## src/rtl/cp0_regs.sv

```systemverilog
// System-coprocessor register file: commits exceptions into Status/Cause/EPC/BadVAddr,
// services MTC0/MFC0, clears EXL on ERET and runs the Count/Compare timer.
module cp0_regs #(
  parameter int unsigned COUNT_DIV  = 2,
  parameter logic [31:0] STATUS_RST = 32'h0000_0002
) (
  input  logic        CLK,
  input  logic        RESET_N,
  input  logic        E_ENTER,
  input  logic [4:0]  CAUSE_IN,
  input  logic [31:0] EPC_IN,
  input  logic        BD_IN,
  input  logic        BADVA_WE,
  input  logic [31:0] BADVA_IN,
  input  logic        ERET,
  input  logic        WE,
  input  logic [4:0]  WADDR,
  input  logic [31:0] WDATA,
  input  logic [4:0]  RADDR,
  output logic [31:0] RDATA,
  output logic [31:0] EPC_OUT,
  output logic        EXL_OUT,
  output logic        INT_COUNTER
);

  localparam logic [4:0] PRESC_MAX = 5'(COUNT_DIV - 1);

  logic        status_ie;
  logic        status_exl;
  logic [7:0]  status_im;
  logic        cause_bd;
  logic        cause_ip7;
  logic [1:0]  cause_ip;
  logic [4:0]  cause_exc;
  logic [31:0] epc;
  logic [31:0] badva;
  logic [31:0] count;
  logic [31:0] compare;
  logic [4:0]  presc;

  logic        wr;
  logic        wr_count;
  logic        wr_compare;
  logic        tick;
  logic [31:0] count_inc;
  logic        match;

  // A squashed instruction (E_ENTER) or a committing ERET drops the MTC0 entirely.
  assign wr         = WE & ~E_ENTER & ~ERET;
  assign wr_count   = wr & (WADDR == 5'd9);
  assign wr_compare = wr & (WADDR == 5'd11);
  assign tick       = (presc == PRESC_MAX);
  assign count_inc  = count + 32'd1;
  assign match      = tick & ~wr_count & (count_inc == compare);

  always_ff @(posedge CLK or negedge RESET_N) begin
    if (!RESET_N) begin
      status_ie  <= STATUS_RST[0];
      status_exl <= STATUS_RST[1];
      status_im  <= STATUS_RST[15:8];
      cause_bd   <= 1'b0;
      cause_ip7  <= 1'b0;
      cause_ip   <= 2'b00;
      cause_exc  <= 5'd0;
      epc        <= 32'd0;
      badva      <= 32'd0;
      count      <= 32'd0;
      compare    <= 32'd0;
      presc      <= 5'd0;
    end else begin
      if (wr_count) begin
        count <= WDATA;
        presc <= 5'd0;
      end else begin
        presc <= tick ? 5'd0 : presc + 5'd1;
        if (tick) count <= count_inc;
      end

      // Compare write clears IP7 even when a match lands in the same cycle.
      if (wr_compare) begin
        compare   <= WDATA;
        cause_ip7 <= 1'b0;
      end else if (match) begin
        cause_ip7 <= 1'b1;
      end

      if (E_ENTER) begin
        cause_exc  <= CAUSE_IN;
        status_exl <= 1'b1;
        if (!status_exl) begin
          epc      <= EPC_IN;
          cause_bd <= BD_IN;
        end
        if (BADVA_WE) badva <= BADVA_IN;
      end else if (ERET) begin
        status_exl <= 1'b0;
      end else if (wr) begin
        case (WADDR)
          5'd12: begin
            status_ie  <= WDATA[0];
            status_exl <= WDATA[1];
            status_im  <= WDATA[15:8];
          end
          5'd13:   cause_ip <= WDATA[9:8];
          5'd14:   epc      <= WDATA;
          default: ;
        endcase
      end
    end
  end

  always_comb begin
    RDATA = 32'd0;
    case (RADDR)
      5'd8:  RDATA = badva;
      5'd9:  RDATA = count;
      5'd11: RDATA = compare;
      5'd12: RDATA = {16'd0, status_im, 6'd0, status_exl, status_ie};
      5'd13: RDATA = {cause_bd, 15'd0, cause_ip7, 5'd0, cause_ip, 1'b0, cause_exc, 2'b00};
      5'd14: RDATA = epc;
      default: RDATA = 32'd0;
    endcase
  end

  assign EPC_OUT     = epc;
  assign EXL_OUT     = status_exl;
  assign INT_COUNTER = cause_ip7 & status_im[7] & status_ie & ~status_exl;

endmodule

```

## config.mk

```make
export PLATFORM = sky130hd
export DESIGN_NAME = cp0_regs
export DESIGN_NICKNAME = d
export VERILOG_FILES = /design/src/rtl/cp0_regs.sv
export SDC_FILE = /design/constraint.sdc
export NUM_CORES = 1
export LEC_CHECK = 0
export CORE_ASPECT_RATIO = 1.1
export CORE_MARGIN = 2
export CORE_UTILIZATION = 55
export CTS_CLUSTER_SIZE = 10
export DETAILED_ROUTE_END_ITERATION = 7
export GPL_TIMING_DRIVEN = 0
export PLACE_DENSITY = 0.86
export SETUP_SLACK_MARGIN = 0.3
export SLEW_MARGIN = 20
export SYNTH_ARGS = -nofsm -noshare
export SYNTH_HDL_FRONTEND = slang
export SYNTH_SLANG_ARGS = --single-unit
```

## constraint.sdc

```tcl
create_clock -name CLK -period 4.5 [get_ports CLK]
set_input_delay 0.9 -clock CLK [delete_from_list [all_inputs] [get_ports CLK]]
set_output_delay 0.9 -clock CLK [all_outputs]
set_load 0.05 [all_outputs]
```

==> results.sh, run 1 <==
export IMPL_cts_made_buffers=17
export IMPL_seq_area_sq_um=3800
export IMPL_routabilityCongestion=0.972
export IMPL_start_util_pct=56.0
export IMPL_critPathMaxFanout=10
export IMPL_yosysUniqueCellTypes=55
export IMPL_drc_errors=0
export IMPL_p_total_mw=4.51
export IMPL_setup_viol=0
export IMPL_grt_max_degree=87
export IMPL_antenna_cells=0
export IMPL_setup_worst_path_end_class="primary output"
export IMPL_worst_pin_slew_ps=1100
export IMPL_grt_pass1_wl_mm=42.3
export IMPL_clk_pin_slew_worst_paths_ps=60
export IMPL_drive_above_1_share_pct=19.2
export IMPL_reg2reg_slack_ps=1910
export IMPL_yosys_warnings=0
export IMPL_grt_ovfl_total=0
export IMPL_port_buffers=182
export IMPL_clockRootBuffer="clkbuf_16"
export IMPL_syn_area_per_cell_sq_um=10.1
export IMPL_die_area_sq_um=16300
export IMPL_vias=7667
export IMPL_critPathKind="in2out"
export IMPL_fmax_ghz=0.239
export IMPL_nets=1161
export IMPL_die_height_um=134
export IMPL_hold_viol_final=0
export IMPL_routed_via_density=6.15
export IMPL_cp_endpoint="RDATA[0]"
export IMPL_p_leak_nw=4.78
export IMPL_yosys_top_cells_count="151 x dfrtp_1, 115 x nand2_1, 88 x mux2_2"
export IMPL_clock_sinks=152
export IMPL_holdCritPathClass="in2async"
export IMPL_maxSlewHeadroom_pct=26.1
export IMPL_skew_ps=5.03
export IMPL_syn_area_sq_um=8400
export IMPL_ir_worst_vdd_v=0.000257
export IMPL_synthToLayoutAreaGrowth_pct=33.4
export IMPL_syn_nets=952
export IMPL_core_rowCount=47
export IMPL_rr_startpoint="count[0]$_DFFE_PN0P_"
export IMPL_fillers=1083
export IMPL_yosysTopAreaCell="dfrtp_1"
export IMPL_synth_top_area_share_pct=45.0
export IMPL_yosys_most_used_dff="dfrtp_1"
export IMPL_synth_most_common_cell="dfrtp_1"
export IMPL_first_global_vias=7811
export IMPL_clk_latency_ps=430
export IMPL_outcome="finished, final reports clean"
export IMPL_worst_r2r_path_depth=9
export IMPL_ios=184
export IMPL_numPlacedInstances=1211
export IMPL_syn_inst=831
export IMPL_slew_viol_final=0
export IMPL_power_density_nw_per_um2=402
export IMPL_rsz0062_at_grt="yes"
export IMPL_yosysSeqAreaShare_pct=45.3
export IMPL_dr_first_iter_drc_count=752
export IMPL_drt_wl_total_mm=27.2
export IMPL_cts_hold_buf=0
export IMPL_ys_ff_latch=152
export IMPL_start_kind="input pin"
export IMPL_yosys_top_cells_area="dfrtp_1 45%, mux2_2 12%, a22oi_1 6.0%"
export IMPL_coreArea_sq_um=15000
export IMPL_wire_per_inst_um=21.8
export IMPL_first_pass_iters=5
export IMPL_cts_htree_levels=4
export IMPL_multi_input_area_sq_um=4410
export IMPL_rr_endpoint="cause_ip7$_DFFE_PN0P_"
export IMPL_hpwl_mm=19.2
export IMPL_drv_cap=0
export IMPL_grt_use_total_pct=34.2
export IMPL_synth_edf_count=0
export IMPL_layout_min_cycle_time_ps=4190
export IMPL_ant_nets=0
export IMPL_cts_buffer_depth=2
export IMPL_dieWidth_um=122
export IMPL_worstPathArrival_ps=3290
export IMPL_finalCritPeriodShare_pct=93.1
export IMPL_cts_tree="yes"
export IMPL_synth_async_reset_ratio_pct=100
export IMPL_crit_required_ps=3600
export IMPL_final_cells=1247
export IMPL_antenna_found_initial=0
export IMPL_crit_start="RADDR[4]"
## logic make-up after synthesis
family,count (synthesis),share of synthesized area (%)
compound gates,168,12.6
simple gates,248,14.5
xor+xnor,79,8.24
fa+ha+maj,4,0.566
buf+inv,57,2.82
flops,152,45.3
mux,123,16.0
## critical path, stage by stage
cell             delay (ps)
clkdlybuf4s50_1         410
nand3b_1                300
nor3b_4                 440
buf_2                   400
a22oi_1                 200
o21ai_0                 210
clkdlybuf4s15_2         430
## how the worst min path moves through the flow
stage / from / cells past startpoint / slack, ps / endpoint
after floorplan: presc[0]$_DFF_PN0_ / 1 / 470 / presc[0]$_DFF_PN0_
after global placement: badva[26]$_DFFE_PN0P_ / 1 / 490 / badva[26]$_DFFE_PN0P_
after detailed placement: cause_ip[1]$_DFFE_PN0P_ / 1 / 490 / cause_ip[1]$_DFFE_PN0P_
after CTS: RESET_N / 1 / 430 / badva[29]$_DFFE_PN0P_
after global routing: RESET_N / 1 / 450 / badva[29]$_DFFE_PN0P_
final: RESET_N / 1 / 390 / badva[30]$_DFFE_PN0P_
## stage by stage
step | worst slack, ps | cell area, sq um | hold WS (ps) | TNS, ps | util [%]
6_report | 310 | 11200 | 388 | 0 | 74.7
5_1_grt | 266 | 11200 | 454 | 0 | 74.7
4_1_cts | 287 | 11200 | 432 | 0 | 74.6
3_5_place_dp | -893 | 10500 | 495 | -24370 | 70.1
3_3_place_gp | -3560 | 10500 | 488 | -563250 | 69.8
2_1_floorplan | 930 | 8400 | 473 | 0 | -
## state kept, by name, summed over array words and instances, names as in the netlist
| signal | flops |
|---|---|
| EPC_OUT | 32 |
| EXL_OUT | 1 |
| badva | 32 |
| cause_bd | 1 |
| cause_exc | 5 |
| cause_ip | 2 |
| cause_ip7 | 1 |
| compare | 32 |
| count | 32 |
| presc | 5 |
| status_ie | 1 |
| status_im | 8 |
## power by group
| group | internal, mW | total [mW] | switching [mW] |
|---|---|---|---|
| clock | 0.823 | 1.39 | 0.569 |
| sequential | 1.59 | 1.81 | 0.222 |
| combinational | 0.548 | 1.30 | 0.752 |
| total | 2.96 | 4.51 | 1.54 |
## timing repair
action,CTS,global route
gates resized for setup,114,28
pin swaps,2,1
setup endpoints to repair,32,32
setup buffers,2,4
## placed cells by master, fill, tap and decap left out, drive strengths merged, types with 3 or more instances in the layout
master	instances
a21oi	6
buf	38
and3	15
and4	6
nand2	115
clkdlybuf4s15	23
mux2	88
inv	4
o21ai	78
clkinv	6
dfrtp	151
mux2i	35
xor2	36
nor4	5
a22oi	67
nor2b	4
ha	3
xnor2	43
nand4	8
clkbuf	53
clkdlybuf4s50	149
and2	4
nand3	29
nor3	18
nor2	30
## per-layer routing
metal,global-route usage (%),up-vias,wire (um)
li1,-,3411,-
met1,43.9,3792,10800
met4,15.4,0,1100
met3,6.72,79,2120
met5,0,-,0
met2,55.9,385,13200
## area by class of cell
class	instances	share of cell area, %
multi-input combinational	622	39.4
sequential	152	34.0
timing repair buffer	190	16.9
clock buffer	22	4.41
buffer	53	2.33
tap	196	2.19
clock inverter	8	0.637
inverter	4	0.134
Note: power is estimated with default switching activity, not from simulation.
==> run 2: changes to the inputs <==
Settings changed: CORE_MARGIN 2 to 5.
Clock period 4.5 ns to 5.25 ns, I/O delays scaled along.
==> results.sh, run 2 (synthesis results as in run 1) <==
export IMPL_setup_viol=0
export IMPL_utilization_pct=74.3
export IMPL_setup_worst_path_end_class="primary output"
export IMPL_fin_tns_setup_ps=0
export IMPL_crit_required_ps=4200
export IMPL_fillers=1087
export IMPL_routed_via_density=6.17
export IMPL_critPathMaxStageDelay_ps=530
export IMPL_start_kind="input pin"
export IMPL_die_height_um=140
export IMPL_rr_startpoint="count[0]$_DFFE_PN0P_"
export IMPL_clockRootBuffer="clkbuf_16"
export IMPL_port_buffers=182
export IMPL_critPathMaxFanout=10
export IMPL_worst_r2r_path_depth=7
export IMPL_antenna_cells=0
export IMPL_placed_area_sq_um=10500
export IMPL_worstPathArrival_ps=3850
export IMPL_cts_tree="yes"
export IMPL_wire_per_inst_um=22.2
export IMPL_hpwl_mm=19.9
export IMPL_die_area_sq_um=17800
export IMPL_p_leak_nw=4.86
export IMPL_grt_use_total_pct=31.2
export IMPL_hp_start="badva[22]$_DFFE_PN0P_"
export IMPL_synthToLayoutAreaGrowth_pct=32.8
export IMPL_dieWidth_um=128
export IMPL_dr_first_iter_drc_count=749
export IMPL_clk_latency_ps=430
export IMPL_drc_errors=0
export IMPL_power_density_nw_per_um2=352
export IMPL_clock_sinks=152
export IMPL_finalWorstSetupSlack_ps=353
export IMPL_finalCritPeriodShare_pct=93.3
export IMPL_drt_wl_total_mm=27.6
export IMPL_first_pass_iters=7
export IMPL_reg2reg_slack_ps=2600
export IMPL_fmax_ghz=0.204
export IMPL_grt_pass1_wl_mm=43.5
export IMPL_outcome="finished, final reports clean"
export IMPL_holdCritPathClass="reg2reg"
export IMPL_coreArea_sq_um=15000
export IMPL_rr_endpoint="count[27]$_DFFE_PN0P_"
export IMPL_vias=7678
export IMPL_most_common_layout_cells="152 x clkdlybuf4s50_1, 151 x dfrtp_1, 115 x nand2_1"
export IMPL_multi_input_area_sq_um=4410
export IMPL_pre_cts_slack_ps=-511
export IMPL_hold_viol_final=0
export IMPL_routabilityCongestion=0.940
export IMPL_rsz0062_at_grt="no"
export IMPL_core_rowCount=47
export IMPL_worst_pin_slew_ps=1040
export IMPL_slew_viol_final=0
export IMPL_antenna_found_initial=0
export IMPL_p_total_mw=3.93
export IMPL_cts_buffer_depth=2
export IMPL_fin_hold_ws_ps=507
export IMPL_finalInstanceArea_sq_um=11100
export IMPL_drv_cap=0
export IMPL_start_util_pct=56.0
export IMPL_hold_end="badva[22]$_DFFE_PN0P_"
export IMPL_nets=1157
export IMPL_maxSlewHeadroom_pct=30.4
export IMPL_crit_slowest_cell="dlygate4sd2_1"
export IMPL_min_path_cells=1
export IMPL_clk_pin_slew_worst_paths_ps=60
export IMPL_ios=184
export IMPL_seq_area_sq_um=3800
export IMPL_critPathKind="in2out"
export IMPL_cts_hold_buf=0
export IMPL_grt_ovfl_total=0
export IMPL_drive_above_1_share_pct=16.1
export IMPL_skew_ps=6.32
export IMPL_ant_nets=0
export IMPL_cts_htree_levels=4
export IMPL_final_cells=1245
export IMPL_final_common_cell="clkdlybuf4s50_1"
export IMPL_first_global_vias=7975
export IMPL_layout_min_cycle_time_ps=4900
export IMPL_cts_made_buffers=17
export IMPL_grt_max_degree=99
export IMPL_path_cells="clkdlybuf4s50_1 -> or3b_2 -> clkbuf_1 -> nor2_4 -> buf_2 -> a22oi_1 -> nand2_1 -> dlygate4sd2_1"
export IMPL_ir_worst_vdd_v=0.000210
export IMPL_numPlacedInstances=1211
-- run 2: changes by cell type in the layout (fill, tap and decap cells not counted), moves of 3 or more --
cell             delta
dlymetal6s2s_1      +3
dlygate4sd2_1      +12
buf_4               -5
clkbuf_8            -4
clkbuf_1            +4
clkdlybuf4s15_1     +8
clkdlybuf4s50_1     +3
clkdlybuf4s15_2    -23
-- run 2: worst max path at each step --
stage          startpoint                  endpoint  slack, ps  depth (start not counted)
2_1_floorplan    RADDR[4]                  RDATA[2]       1380                          6
3_3_place_gp      RESET_N  status_im[5]$_DFFE_PN0P_      -2980                          1
3_5_place_dp     RADDR[3]                  RDATA[4]       -510                          8
4_1_cts          RADDR[3]                 RDATA[30]         70                          8
5_1_grt          RADDR[3]                 RDATA[28]        300                          8
6_report         RADDR[3]                 RDATA[28]        350                          8
-- run 2: metal layers --
metal / GRT usage (%) / share of wire, % / wire (um) / up-vias
li1: - / - / - / 3404
met1: 39.0 / 39 / 10800 / 3792
met2: 51.3 / 49 / 13500 / 411
met3: 7.40 / 8.3 / 2300 / 71
met4: 13.9 / 3.7 / 1020 / 0
met5: 0 / 0 / 0 / -
-- run 2: cell type report --
cell class                 instances  share of cell area [%]
inverter                           4                   0.135
tap                              196                    2.20
buffer                            53                    2.05
clock buffer                      20                    4.10
clock inverter                    12                    1.35
multi-input combinational        622                    39.6
timing repair buffer             186                    16.5
sequential                       152                    34.1
-- run 2: critical path: cells and delay by family --
family	cells	cell delay [ps]
AO/OA/AOI/OAI	1	140
buffers and inverters	4	1730
AND/OR/NAND/NOR	3	910
-- run 2: repair_timing --
action / CTS / global route
pin swaps: 1 / 0
gates cloned: 0 / 0
endpoints found under the setup margin: 32 / 21
buffers inserted: 2 / 0
resized for setup: 40 / 26
-- run 2: report_power, final --
| group | internal, mW | switching, mW | leakage, nW | total (mW) |
|---|---|---|---|---|
| Clock | 0.771 | 0.502 | 0.292 | 1.27 |
| Combinational | 0.466 | 0.640 | 2.64 | 1.11 |
| Sequential | 1.36 | 0.185 | 1.92 | 1.55 |
